**src/rtl/cpuif_arb_pkg.sv**
```systemverilog
// cpuif_arb_pkg: shared types and defaults for the two-requester
// register-bus arbiter (states, requester index, parameter defaults).
package cpuif_arb_pkg;

  localparam int unsigned DEF_ADDR_WIDTH     = 3;
  localparam int unsigned DEF_DATA_WIDTH     = 32;
  localparam int unsigned DEF_TIMEOUT_CYCLES = 16;

  typedef enum logic [1:0] {
    ST_IDLE  = 2'd0,
    ST_ISSUE = 2'd1,
    ST_WAIT  = 2'd2
  } arb_state_e;

  typedef logic req_idx_t;

  localparam req_idx_t REQ_M0 = 1'b0;
  localparam req_idx_t REQ_M1 = 1'b1;

endpackage

```
**src/rtl/cpuif_bus_arbiter_if.sv**
```systemverilog
// cpuif_bus_arbiter_if: requester-side and register-block-side signals.
// master = arbiter view, slave = requesters plus register block.
interface cpuif_bus_arbiter_if #(
  parameter int ADDR_WIDTH = cpuif_arb_pkg::DEF_ADDR_WIDTH,
  parameter int DATA_WIDTH = cpuif_arb_pkg::DEF_DATA_WIDTH
);

  logic                  m0_req;
  logic                  m0_req_is_wr;
  logic [ADDR_WIDTH-1:0] m0_addr;
  logic [DATA_WIDTH-1:0] m0_wr_data;
  logic [DATA_WIDTH-1:0] m0_wr_biten;
  logic                  m0_ack;
  logic [DATA_WIDTH-1:0] m0_rd_data;
  logic                  m0_err;

  logic                  m1_req;
  logic                  m1_req_is_wr;
  logic [ADDR_WIDTH-1:0] m1_addr;
  logic [DATA_WIDTH-1:0] m1_wr_data;
  logic [DATA_WIDTH-1:0] m1_wr_biten;
  logic                  m1_ack;
  logic [DATA_WIDTH-1:0] m1_rd_data;
  logic                  m1_err;

  logic                  o_bus_req;
  logic                  o_bus_req_is_wr;
  logic [ADDR_WIDTH-1:0] o_bus_addr;
  logic [DATA_WIDTH-1:0] o_bus_wr_data;
  logic [DATA_WIDTH-1:0] o_bus_wr_biten;
  logic                  bus_ready;
  logic [DATA_WIDTH-1:0] bus_rd_data;
  logic                  bus_err;
  logic                  bus_req_stall_wr;
  logic                  bus_req_stall_rd;

  modport master (
    input  m0_req, m0_req_is_wr, m0_addr,
    input  m0_wr_data, m0_wr_biten,
    output m0_ack, m0_rd_data, m0_err,
    input  m1_req, m1_req_is_wr, m1_addr,
    input  m1_wr_data, m1_wr_biten,
    output m1_ack, m1_rd_data, m1_err,
    output o_bus_req, o_bus_req_is_wr, o_bus_addr,
    output o_bus_wr_data, o_bus_wr_biten,
    input  bus_ready, bus_rd_data, bus_err,
    input  bus_req_stall_wr, bus_req_stall_rd
  );

  modport slave (
    output m0_req, m0_req_is_wr, m0_addr,
    output m0_wr_data, m0_wr_biten,
    input  m0_ack, m0_rd_data, m0_err,
    output m1_req, m1_req_is_wr, m1_addr,
    output m1_wr_data, m1_wr_biten,
    input  m1_ack, m1_rd_data, m1_err,
    input  o_bus_req, o_bus_req_is_wr, o_bus_addr,
    input  o_bus_wr_data, o_bus_wr_biten,
    output bus_ready, bus_rd_data, bus_err,
    output bus_req_stall_wr, bus_req_stall_rd
  );

endinterface

```
**src/rtl/cpuif_arb_rr2.sv**
```systemverilog
// cpuif_arb_rr2: two-way round-robin pick with last-grant memory.
// Last grant resets to requester 1 so requester 0 wins the first tie.
module cpuif_arb_rr2
  import cpuif_arb_pkg::*;
(
  input  logic     clk,
  input  logic     rst_n,
  input  logic [1:0] req_i,
  input  logic     upd_i,
  input  req_idx_t upd_idx_i,
  output logic     gnt_vld_o,
  output req_idx_t gnt_idx_o
);

  req_idx_t last_q, last_d;

  // Pick the requester; on a tie favour the one not granted last.
  always_comb begin
    gnt_vld_o = |req_i;
    gnt_idx_o = REQ_M0;
    unique case (1'b1)
      (req_i == 2'b11): gnt_idx_o = ~last_q;
      (req_i == 2'b10): gnt_idx_o = REQ_M1;
      default:          gnt_idx_o = REQ_M0;
    endcase
  end

  // Last-grant moves only when an access completes.
  always_comb begin
    last_d = last_q;
    if (upd_i) last_d = upd_idx_i;
  end

  // Last-grant register.
  always_ff @(posedge clk or negedge rst_n) begin
    if (!rst_n) last_q <= REQ_M1;
    else        last_q <= last_d;
  end

endmodule

```
**src/rtl/cpuif_bus_arbiter.sv**
```systemverilog
// cpuif_bus_arbiter: 2:1 register-bus arbiter, IDLE/ISSUE/WAIT FSM.
// Optional WAIT timeout: define CPUIF_ARB_TIMEOUT_EN.
module cpuif_bus_arbiter
  import cpuif_arb_pkg::*;
#(
  parameter int ADDR_WIDTH     = DEF_ADDR_WIDTH,
  parameter int DATA_WIDTH     = DEF_DATA_WIDTH,
  parameter int TIMEOUT_CYCLES = DEF_TIMEOUT_CYCLES
) (
  input logic clk,
  input logic rst_n,
  cpuif_bus_arbiter_if.master bus
);

  arb_state_e state_q, state_d;
  req_idx_t   gnt_q, gnt_d;
  logic       wr_q, wr_d;
  logic [ADDR_WIDTH-1:0] addr_q, addr_d;
  logic [DATA_WIDTH-1:0] wdat_q, wdat_d;
  logic [DATA_WIDTH-1:0] bite_q, bite_d;

  logic     rr_vld;
  req_idx_t rr_idx;
  logic     stall;
  logic     breq;
  logic     done;
  logic     tmo_hit;
  logic     act;
  logic     ack0, ack1;

  cpuif_arb_rr2 u_rr (
    .clk       (clk),
    .rst_n     (rst_n),
    .req_i     ({bus.m1_req, bus.m0_req}),
    .upd_i     (done),
    .upd_idx_i (gnt_q),
    .gnt_vld_o (rr_vld),
    .gnt_idx_o (rr_idx)
  );

`ifdef CPUIF_ARB_TIMEOUT_EN
  localparam int CNT_W = $clog2(TIMEOUT_CYCLES + 1);
  logic [CNT_W-1:0] cnt_q, cnt_d;

  // Count WAIT cycles without bus_ready; fire on the last allowed one.
  always_comb begin
    tmo_hit = (state_q == ST_WAIT) && !bus.bus_ready &&
              (cnt_q == CNT_W'(TIMEOUT_CYCLES - 1));
    cnt_d = '0;
    if (state_q == ST_WAIT && !bus.bus_ready && !tmo_hit)
      cnt_d = cnt_q + 1'b1;
  end

  // Timeout counter register.
  always_ff @(posedge clk or negedge rst_n) begin
    if (!rst_n) cnt_q <= '0;
    else        cnt_q <= cnt_d;
  end
`else
  assign tmo_hit = 1'b0;
`endif

  // Next state, grant latch, strobe and completion.
  always_comb begin
    state_d = state_q;
    gnt_d   = gnt_q;
    wr_d    = wr_q;
    addr_d  = addr_q;
    wdat_d  = wdat_q;
    bite_d  = bite_q;
    breq    = 1'b0;
    done    = 1'b0;
    stall   = wr_q ? bus.bus_req_stall_wr
                   : bus.bus_req_stall_rd;
    unique case (state_q)
      ST_IDLE: begin
        if (rr_vld) begin
          gnt_d   = rr_idx;
          state_d = ST_ISSUE;
          if (rr_idx == REQ_M1) begin
            wr_d   = bus.m1_req_is_wr;
            addr_d = bus.m1_addr;
            wdat_d = bus.m1_wr_data;
            bite_d = bus.m1_wr_biten;
          end else begin
            wr_d   = bus.m0_req_is_wr;
            addr_d = bus.m0_addr;
            wdat_d = bus.m0_wr_data;
            bite_d = bus.m0_wr_biten;
          end
        end
      end
      ST_ISSUE: begin
        if (!stall) begin
          breq = 1'b1;
          if (bus.bus_ready) begin
            done    = 1'b1;
            state_d = ST_IDLE;
          end else begin
            state_d = ST_WAIT;
          end
        end
      end
      ST_WAIT: begin
        if (bus.bus_ready || tmo_hit) begin
          done    = 1'b1;
          state_d = ST_IDLE;
        end
      end
      default: state_d = ST_IDLE;
    endcase
  end

  // State and latched-request registers.
  always_ff @(posedge clk or negedge rst_n) begin
    if (!rst_n) begin
      state_q <= ST_IDLE;
      gnt_q   <= REQ_M0;
      wr_q    <= 1'b0;
      addr_q  <= '0;
      wdat_q  <= '0;
      bite_q  <= '0;
    end else begin
      state_q <= state_d;
      gnt_q   <= gnt_d;
      wr_q    <= wr_d;
      addr_q  <= addr_d;
      wdat_q  <= wdat_d;
      bite_q  <= bite_d;
    end
  end

  // Bus side shows the latched access only while one is in flight.
  always_comb begin
    act                 = (state_q != ST_IDLE);
    bus.o_bus_req       = breq;
    bus.o_bus_req_is_wr = act & wr_q;
    bus.o_bus_addr      = act ? addr_q : '0;
    bus.o_bus_wr_data   = act ? wdat_q : '0;
    bus.o_bus_wr_biten  = act ? bite_q : '0;
  end

  // Route completion to the granted requester only.
  always_comb begin
    ack0 = done & (gnt_q == REQ_M0);
    ack1 = done & (gnt_q == REQ_M1);
    bus.m0_ack     = ack0;
    bus.m1_ack     = ack1;
    bus.m0_rd_data = (ack0 && !tmo_hit) ? bus.bus_rd_data : '0;
    bus.m1_rd_data = (ack1 && !tmo_hit) ? bus.bus_rd_data : '0;
    bus.m0_err     = ack0 & (tmo_hit | bus.bus_err);
    bus.m1_err     = ack1 & (tmo_hit | bus.bus_err);
  end

endmodule

```
**src/flat_wrapper.sv**
```systemverilog
// flat-port wrapper written by rule: the top's interface ports become plain ports
module cpuif_bus_arbiter_flat import cpuif_arb_pkg::*;
#(
  parameter int ADDR_WIDTH     = DEF_ADDR_WIDTH,
  parameter int DATA_WIDTH     = DEF_DATA_WIDTH,
  parameter int TIMEOUT_CYCLES = DEF_TIMEOUT_CYCLES
)
  (clk, rst_n, bus_m0_req, bus_m0_req_is_wr, bus_m0_addr, bus_m0_wr_data, bus_m0_wr_biten, bus_m0_ack, bus_m0_rd_data, bus_m0_err, bus_m1_req, bus_m1_req_is_wr, bus_m1_addr, bus_m1_wr_data, bus_m1_wr_biten, bus_m1_ack, bus_m1_rd_data, bus_m1_err, bus_o_bus_req, bus_o_bus_req_is_wr, bus_o_bus_addr, bus_o_bus_wr_data, bus_o_bus_wr_biten, bus_bus_ready, bus_bus_rd_data, bus_bus_err, bus_bus_req_stall_wr, bus_bus_req_stall_rd);
  cpuif_bus_arbiter_if #(.ADDR_WIDTH(ADDR_WIDTH), .DATA_WIDTH(DATA_WIDTH)) bus_i ();
  input logic clk;
  input logic rst_n;
  input wire logic [$bits(bus_i.m0_req)-1:0] bus_m0_req;
  input wire logic [$bits(bus_i.m0_req_is_wr)-1:0] bus_m0_req_is_wr;
  input wire logic [$bits(bus_i.m0_addr)-1:0] bus_m0_addr;
  input wire logic [$bits(bus_i.m0_wr_data)-1:0] bus_m0_wr_data;
  input wire logic [$bits(bus_i.m0_wr_biten)-1:0] bus_m0_wr_biten;
  output wire logic [$bits(bus_i.m0_ack)-1:0] bus_m0_ack;
  output wire logic [$bits(bus_i.m0_rd_data)-1:0] bus_m0_rd_data;
  output wire logic [$bits(bus_i.m0_err)-1:0] bus_m0_err;
  input wire logic [$bits(bus_i.m1_req)-1:0] bus_m1_req;
  input wire logic [$bits(bus_i.m1_req_is_wr)-1:0] bus_m1_req_is_wr;
  input wire logic [$bits(bus_i.m1_addr)-1:0] bus_m1_addr;
  input wire logic [$bits(bus_i.m1_wr_data)-1:0] bus_m1_wr_data;
  input wire logic [$bits(bus_i.m1_wr_biten)-1:0] bus_m1_wr_biten;
  output wire logic [$bits(bus_i.m1_ack)-1:0] bus_m1_ack;
  output wire logic [$bits(bus_i.m1_rd_data)-1:0] bus_m1_rd_data;
  output wire logic [$bits(bus_i.m1_err)-1:0] bus_m1_err;
  output wire logic [$bits(bus_i.o_bus_req)-1:0] bus_o_bus_req;
  output wire logic [$bits(bus_i.o_bus_req_is_wr)-1:0] bus_o_bus_req_is_wr;
  output wire logic [$bits(bus_i.o_bus_addr)-1:0] bus_o_bus_addr;
  output wire logic [$bits(bus_i.o_bus_wr_data)-1:0] bus_o_bus_wr_data;
  output wire logic [$bits(bus_i.o_bus_wr_biten)-1:0] bus_o_bus_wr_biten;
  input wire logic [$bits(bus_i.bus_ready)-1:0] bus_bus_ready;
  input wire logic [$bits(bus_i.bus_rd_data)-1:0] bus_bus_rd_data;
  input wire logic [$bits(bus_i.bus_err)-1:0] bus_bus_err;
  input wire logic [$bits(bus_i.bus_req_stall_wr)-1:0] bus_bus_req_stall_wr;
  input wire logic [$bits(bus_i.bus_req_stall_rd)-1:0] bus_bus_req_stall_rd;
  assign bus_i.m0_req = bus_m0_req;
  assign bus_i.m0_req_is_wr = bus_m0_req_is_wr;
  assign bus_i.m0_addr = bus_m0_addr;
  assign bus_i.m0_wr_data = bus_m0_wr_data;
  assign bus_i.m0_wr_biten = bus_m0_wr_biten;
  assign bus_m0_ack = bus_i.m0_ack;
  assign bus_m0_rd_data = bus_i.m0_rd_data;
  assign bus_m0_err = bus_i.m0_err;
  assign bus_i.m1_req = bus_m1_req;
  assign bus_i.m1_req_is_wr = bus_m1_req_is_wr;
  assign bus_i.m1_addr = bus_m1_addr;
  assign bus_i.m1_wr_data = bus_m1_wr_data;
  assign bus_i.m1_wr_biten = bus_m1_wr_biten;
  assign bus_m1_ack = bus_i.m1_ack;
  assign bus_m1_rd_data = bus_i.m1_rd_data;
  assign bus_m1_err = bus_i.m1_err;
  assign bus_o_bus_req = bus_i.o_bus_req;
  assign bus_o_bus_req_is_wr = bus_i.o_bus_req_is_wr;
  assign bus_o_bus_addr = bus_i.o_bus_addr;
  assign bus_o_bus_wr_data = bus_i.o_bus_wr_data;
  assign bus_o_bus_wr_biten = bus_i.o_bus_wr_biten;
  assign bus_i.bus_ready = bus_bus_ready;
  assign bus_i.bus_rd_data = bus_bus_rd_data;
  assign bus_i.bus_err = bus_bus_err;
  assign bus_i.bus_req_stall_wr = bus_bus_req_stall_wr;
  assign bus_i.bus_req_stall_rd = bus_bus_req_stall_rd;
  cpuif_bus_arbiter #(.ADDR_WIDTH(ADDR_WIDTH), .DATA_WIDTH(DATA_WIDTH), .TIMEOUT_CYCLES(TIMEOUT_CYCLES)) u_core (.clk(clk), .rst_n(rst_n), .bus(bus_i));
endmodule
```
**config.mk**
```make
export PLATFORM = sky130hd
export DESIGN_NAME = cpuif_bus_arbiter_flat
export DESIGN_NICKNAME = d
export VERILOG_FILES = /design/src/rtl/cpuif_arb_pkg.sv /design/src/rtl/cpuif_bus_arbiter_if.sv /design/src/rtl/cpuif_arb_rr2.sv /design/src/rtl/cpuif_bus_arbiter.sv /design/src/flat_wrapper.sv
export SDC_FILE = /design/constraint.sdc
export NUM_CORES = 1
export LEC_CHECK = 0
export CAP_MARGIN = 5
export CORE_AREA = 2 2 120 122
export CTS_BUF_LIST = sky130_fd_sc_hd__clkbuf_4 sky130_fd_sc_hd__clkbuf_8
export DETAILED_ROUTE_END_ITERATION = 16
export DIE_AREA = 0 0 122 124
export PLACE_DENSITY = 0.77
export SLEW_MARGIN = 20
export SYNTH_ARGS = -nofsm -noshare
export SYNTH_HDL_FRONTEND = slang
export SYNTH_SLANG_ARGS = --single-unit
```
**constraint.sdc**
```tcl
create_clock -name clk -period 1.55 [get_ports clk]
set_clock_uncertainty 0.05 [all_clocks]
set_input_delay 0.31 -clock clk [delete_from_list [all_inputs] [get_ports clk]]
set_output_delay 0.31 -clock clk [all_outputs]
set_load 0.02 [all_outputs]
```
==> impl_metrics.csv <==
group,metric,value,unit
place,port_buffers,312,
sta,slew_headroom,0.6975,
grt,grt_start_max_net_pins,85,
sta,min_period_over_period,1.455,
cts,cts_buffer_depth,2,
final_layout,drive_gt1_frac,0.5195,
synthesis,synth_fa_ha_area_frac,0.01156,
place,place_area,8085,sq um
power,comb_power_share,0.746,
power,seq_power_share,0.178,
sta,fin_crit,2.255,ns
min_path,hold_path.class,"primary input to asynchronous set/reset pin",
power,sw_frac_of_total,0.4119,
synthesis,ys_ff_latch,72,
detailed_routing,remaining_drc_errors,0,
setup_path,cp.required,1.19,ns
setup_path,critical_path_class,"register to output pin",
sta,max_freq,443.4,MHz
final_layout,num_antenna_cells,0,
power,p_sw,0.008184,W
setup_path,path_buf_inv,3,
final_layout,area_growth,131.2,%
grt,grt_pass1_wl,24200,um
cts,htree_levels,3,
cts,cts_tree,"yes",
setup_path,critPathTopFamily,"simple AND/OR/NAND/NOR gates",
synthesis,netlist_instances,473,
detailed_routing,vias,5142,
synthesis,muxShareOfSynthArea,0.1621,
setup_path,start_kind,"register",
detailed_routing,routed_via_density,4.879,
final_layout,multi_input_area,3188,sq um
place,gp_congestion,0.7875,
floorplanning,die_w,122,um
outcome,status,"finished with violations",
floorplanning,ios,313,
synthesis,syn-num-nets,653,
synthesis,syn_area_per_cell,9.155,sq um
grt,antenna_found_initial,1,
floorplanning,rows,43,
final_layout,fillers,944,
cts,path_clk_slew,0.08,ns
run,cap_violations,0,
detailed_routing,totalWireLength,20780,um
detailed_routing,drtIter0Drc,195,
final_layout,final_core_util,0.7299,
outcome,violations,"negative setup slack",
sta,rsz0062_at_grt,"yes",
synthesis,syn_area,4330,sq um
grt,grt_pass1_vias,4688,
synthesis,synth-simple-area-share,0.2713,
power,p_int,0.01168,W
power,power_density,1984,nW/um^2
synthesis,synth_top_family_by_area,"simple AND/OR/NAND/NOR gates",
sta,worst_slack,-0.7055,ns
synthesis,yosysWarnings,0,
sta,tightest_slew,0.4521,ns
grt,grt_use_met3,0.06364,
synthesis,synth_compound_area_frac,0.09188,
place,dp.final_hpwl,11860,um
power,totalPowerFinal,0.01987,W
setup_path,cp.depth,7,
synthesis,ys_types,27,
floorplanning,chipHeight,124,um
power,pwr-share-clk,0.076,
cts,cts_sinks,72,
setup_path,slowest_delay,0.39,ns
detailed_routing,wl_per_cell,19.71,um
floorplanning,dieArea,15130,sq um
sta,finalHoldViolCount,0,
grt,track_usage,0.2079,
final_layout,nNetsFinal,1049,
floorplanning,core-area,13720,sq um
detailed_routing,drt_pass1_iterations,4,
setup_path,cp_common_cell,"buf_12",
power,p_leak,4.694,nW
grt,busiest_layer,"met2",
synthesis,seq_area_frac_synth,0.4164,
sta,finalSetupViolations,208,
cts,cts_root_buf,"clkbuf_8",
final_layout,fin_area,10010,sq um
grt,use_met2,0.4008,
grt,use_met1,0.2173,
setup_path,crit_fanout,17,
power,vdd_ir_drop_max,1.197,mV
sta,report.final.slew_viol_count,0,
cts,insertion_delay,0.36,ns
setup_path,rr_worst_depth,11,
final_layout,register_area,1804,sq um
synthesis,synthXorXnorAreaFrac,0,
detailed_routing,ant_nets,0,
setup_path,r2r_setup_slack,-0.64,ns
floorplanning,start_util,0.3156,
cts,cts_buffers,9,
setup_path,arrival,1.90,ns
setup_path,cp_slowest_cell,"dfrtp_1",
grt,gr-total-overflow,0,
setup_path,crit_chain,"inv_2 -> ha_4 -> nand3_4 -> nor2_4 -> buf_12 -> and2_4 -> buf_12",
setup_path,cp-end-kind,"output pin",
[cells by family (layout without fill, tap and decap cells)]
family,count (synthesis),in the layout
compound gates,77,79
mux,70,70
fa+ha+maj,4,4
simple gates,212,212
flops,72,72
buf+inv,38,437
[stage by stage]
| stage | worst slack (ns) | instances | hold slack, ns | TNS (ns) |
|---|---|---|---|---|
| global placement | -1.018 | 955 | 0.2097 | -108.62 |
| finish | -0.7055 | 1054 | 0.3646 | -113.99 |
| floorplan | -0.1943 | 473 | -0.03559 | -10.06 |
| global route | -0.7773 | 1054 | 0.4043 | -124.78 |
| detailed placement | -1.036 | 955 | 0.2135 | -114.00 |
| CTS | -0.7878 | 993 | 0.3638 | -115.14 |
[path summary, 6_finish.rpt]
| check | startpoint | end |
|---|---|---|
| setup / recovery | u_core.state_q[0]$_DFFE_PN0P_ | bus_m1_rd_data[31] |
| hold / removal | rst_n | u_core.bite_q[26]$_DFFE_PN0P_ |
| setup reg to reg | u_core.state_q[0]$_DFFE_PN0P_ | u_core.state_q[0]$_DFFE_PN0P_ |
| hold reg to reg | u_core.wdat_q[10]$_DFFE_PN0P_ | u_core.wdat_q[10]$_DFFE_PN0P_ |
| max in group asynchronous | rst_n | u_core.wdat_q[2]$_DFFE_PN0P_ |
| min in group clk | u_core.wdat_q[10]$_DFFE_PN0P_ | u_core.wdat_q[10]$_DFFE_PN0P_ |
[sequential cells by signal, indices dropped and copies added (netlist names)]
name and flops:
u_core.addr_q 3, u_core.wr_q 1, u_core.bite_q 32, u_core.gnt_q 1
u_core.u_rr.last_q 1, u_core.wdat_q 32, u_core.state_q 2
[layout make-up]
cell class	instances	area share
clock buffer	10	0.01374
clock inverter	6	0.005873
inverter	2	0.0007497
multi-input combinational	365	0.3184
sequential	72	0.1802
tap	180	0.02249
timing repair buffer	419	0.4586
[synthesized netlist by cell type]
cell type,instances,area [sq um]
mux2i_1,69,690.7
nor3b_1,1,7.510
clkbuf_1,19,71.32
nor2_1,1,3.750
nand3_1,1,5.000
a21oi_2,1,8.760
nor2_4,1,11.26
nor3_4,1,16.27
buf_2,9,45.04
buf_4,3,22.52
dfrtp_1,71,1777
a22o_1,1,8.760
and2_2,7,52.55
inv_1,2,7.510
and2b_1,1,7.510
buf_6,5,56.30
a22oi_1,1,7.510
mux2_2,1,11.26
nor2b_1,69,431.7
a21boi_1,1,7.510
dfstp_2,1,26.28
nor3_1,1,5.000
nand2_1,69,259.0
and2_1,60,375.4
o21ai_1,1,5.000
o21ai_0,72,360.4
ha_1,4,50.05
[layer usage]
metal | routed length [um] | share of wire | up-vias
li1 | - | - | 2365
met1 | 7410 | 0.36 | 2486
met2 | 11080 | 0.53 | 244
met3 | 1792 | 0.086 | 45
met4 | 479 | 0.023 | 2
met5 | 13 | 0.00063 | -
[cells in the final DEF (no fill, tap or decap), types with 2 or more instances in the layout]
master and n:
ha_4 2, o21ai_0 6, buf_4 84, nor2b_1 29, dfrtp_1 70, buf_8 10
nor2b_2 3, o21ai_2 34, buf_6 108, o21ai_4 3, nand2_1 36, clkinv_2 4
clkbuf_16 14, nand2_4 12, and2_4 63, buf_16 4, o21ai_1 32, and2_2 4
nor2b_4 37, inv_2 2, clkdlybuf4s50_1 174, nor3_4 2, nand2_2 21, clkbuf_8 10
buf_12 17, buf_2 6, nor2_4 2, mux2i_1 68
[power by group through the flow]
stage                     Combinational, W  Sequential (W)  Clock [W]
after floorplan                    0.00483         0.00317          0
after global placement             0.00836         0.00326          0
after detailed placement           0.00853         0.00333          0
after CTS                          0.00946         0.00331    0.00153
after global routing                0.0155         0.00363    0.00163
final                               0.0148         0.00353    0.00152
[timing repair]
action	CTS	global route
pin swaps	0	50
resized for setup	532	484
setup endpoints to repair	208	208
setup buffers	15	38
hold buffers	1	0
cloned	6	29
endpoints found under the hold margin	27	0
Note: power is estimated with default switching activity, not from simulation.
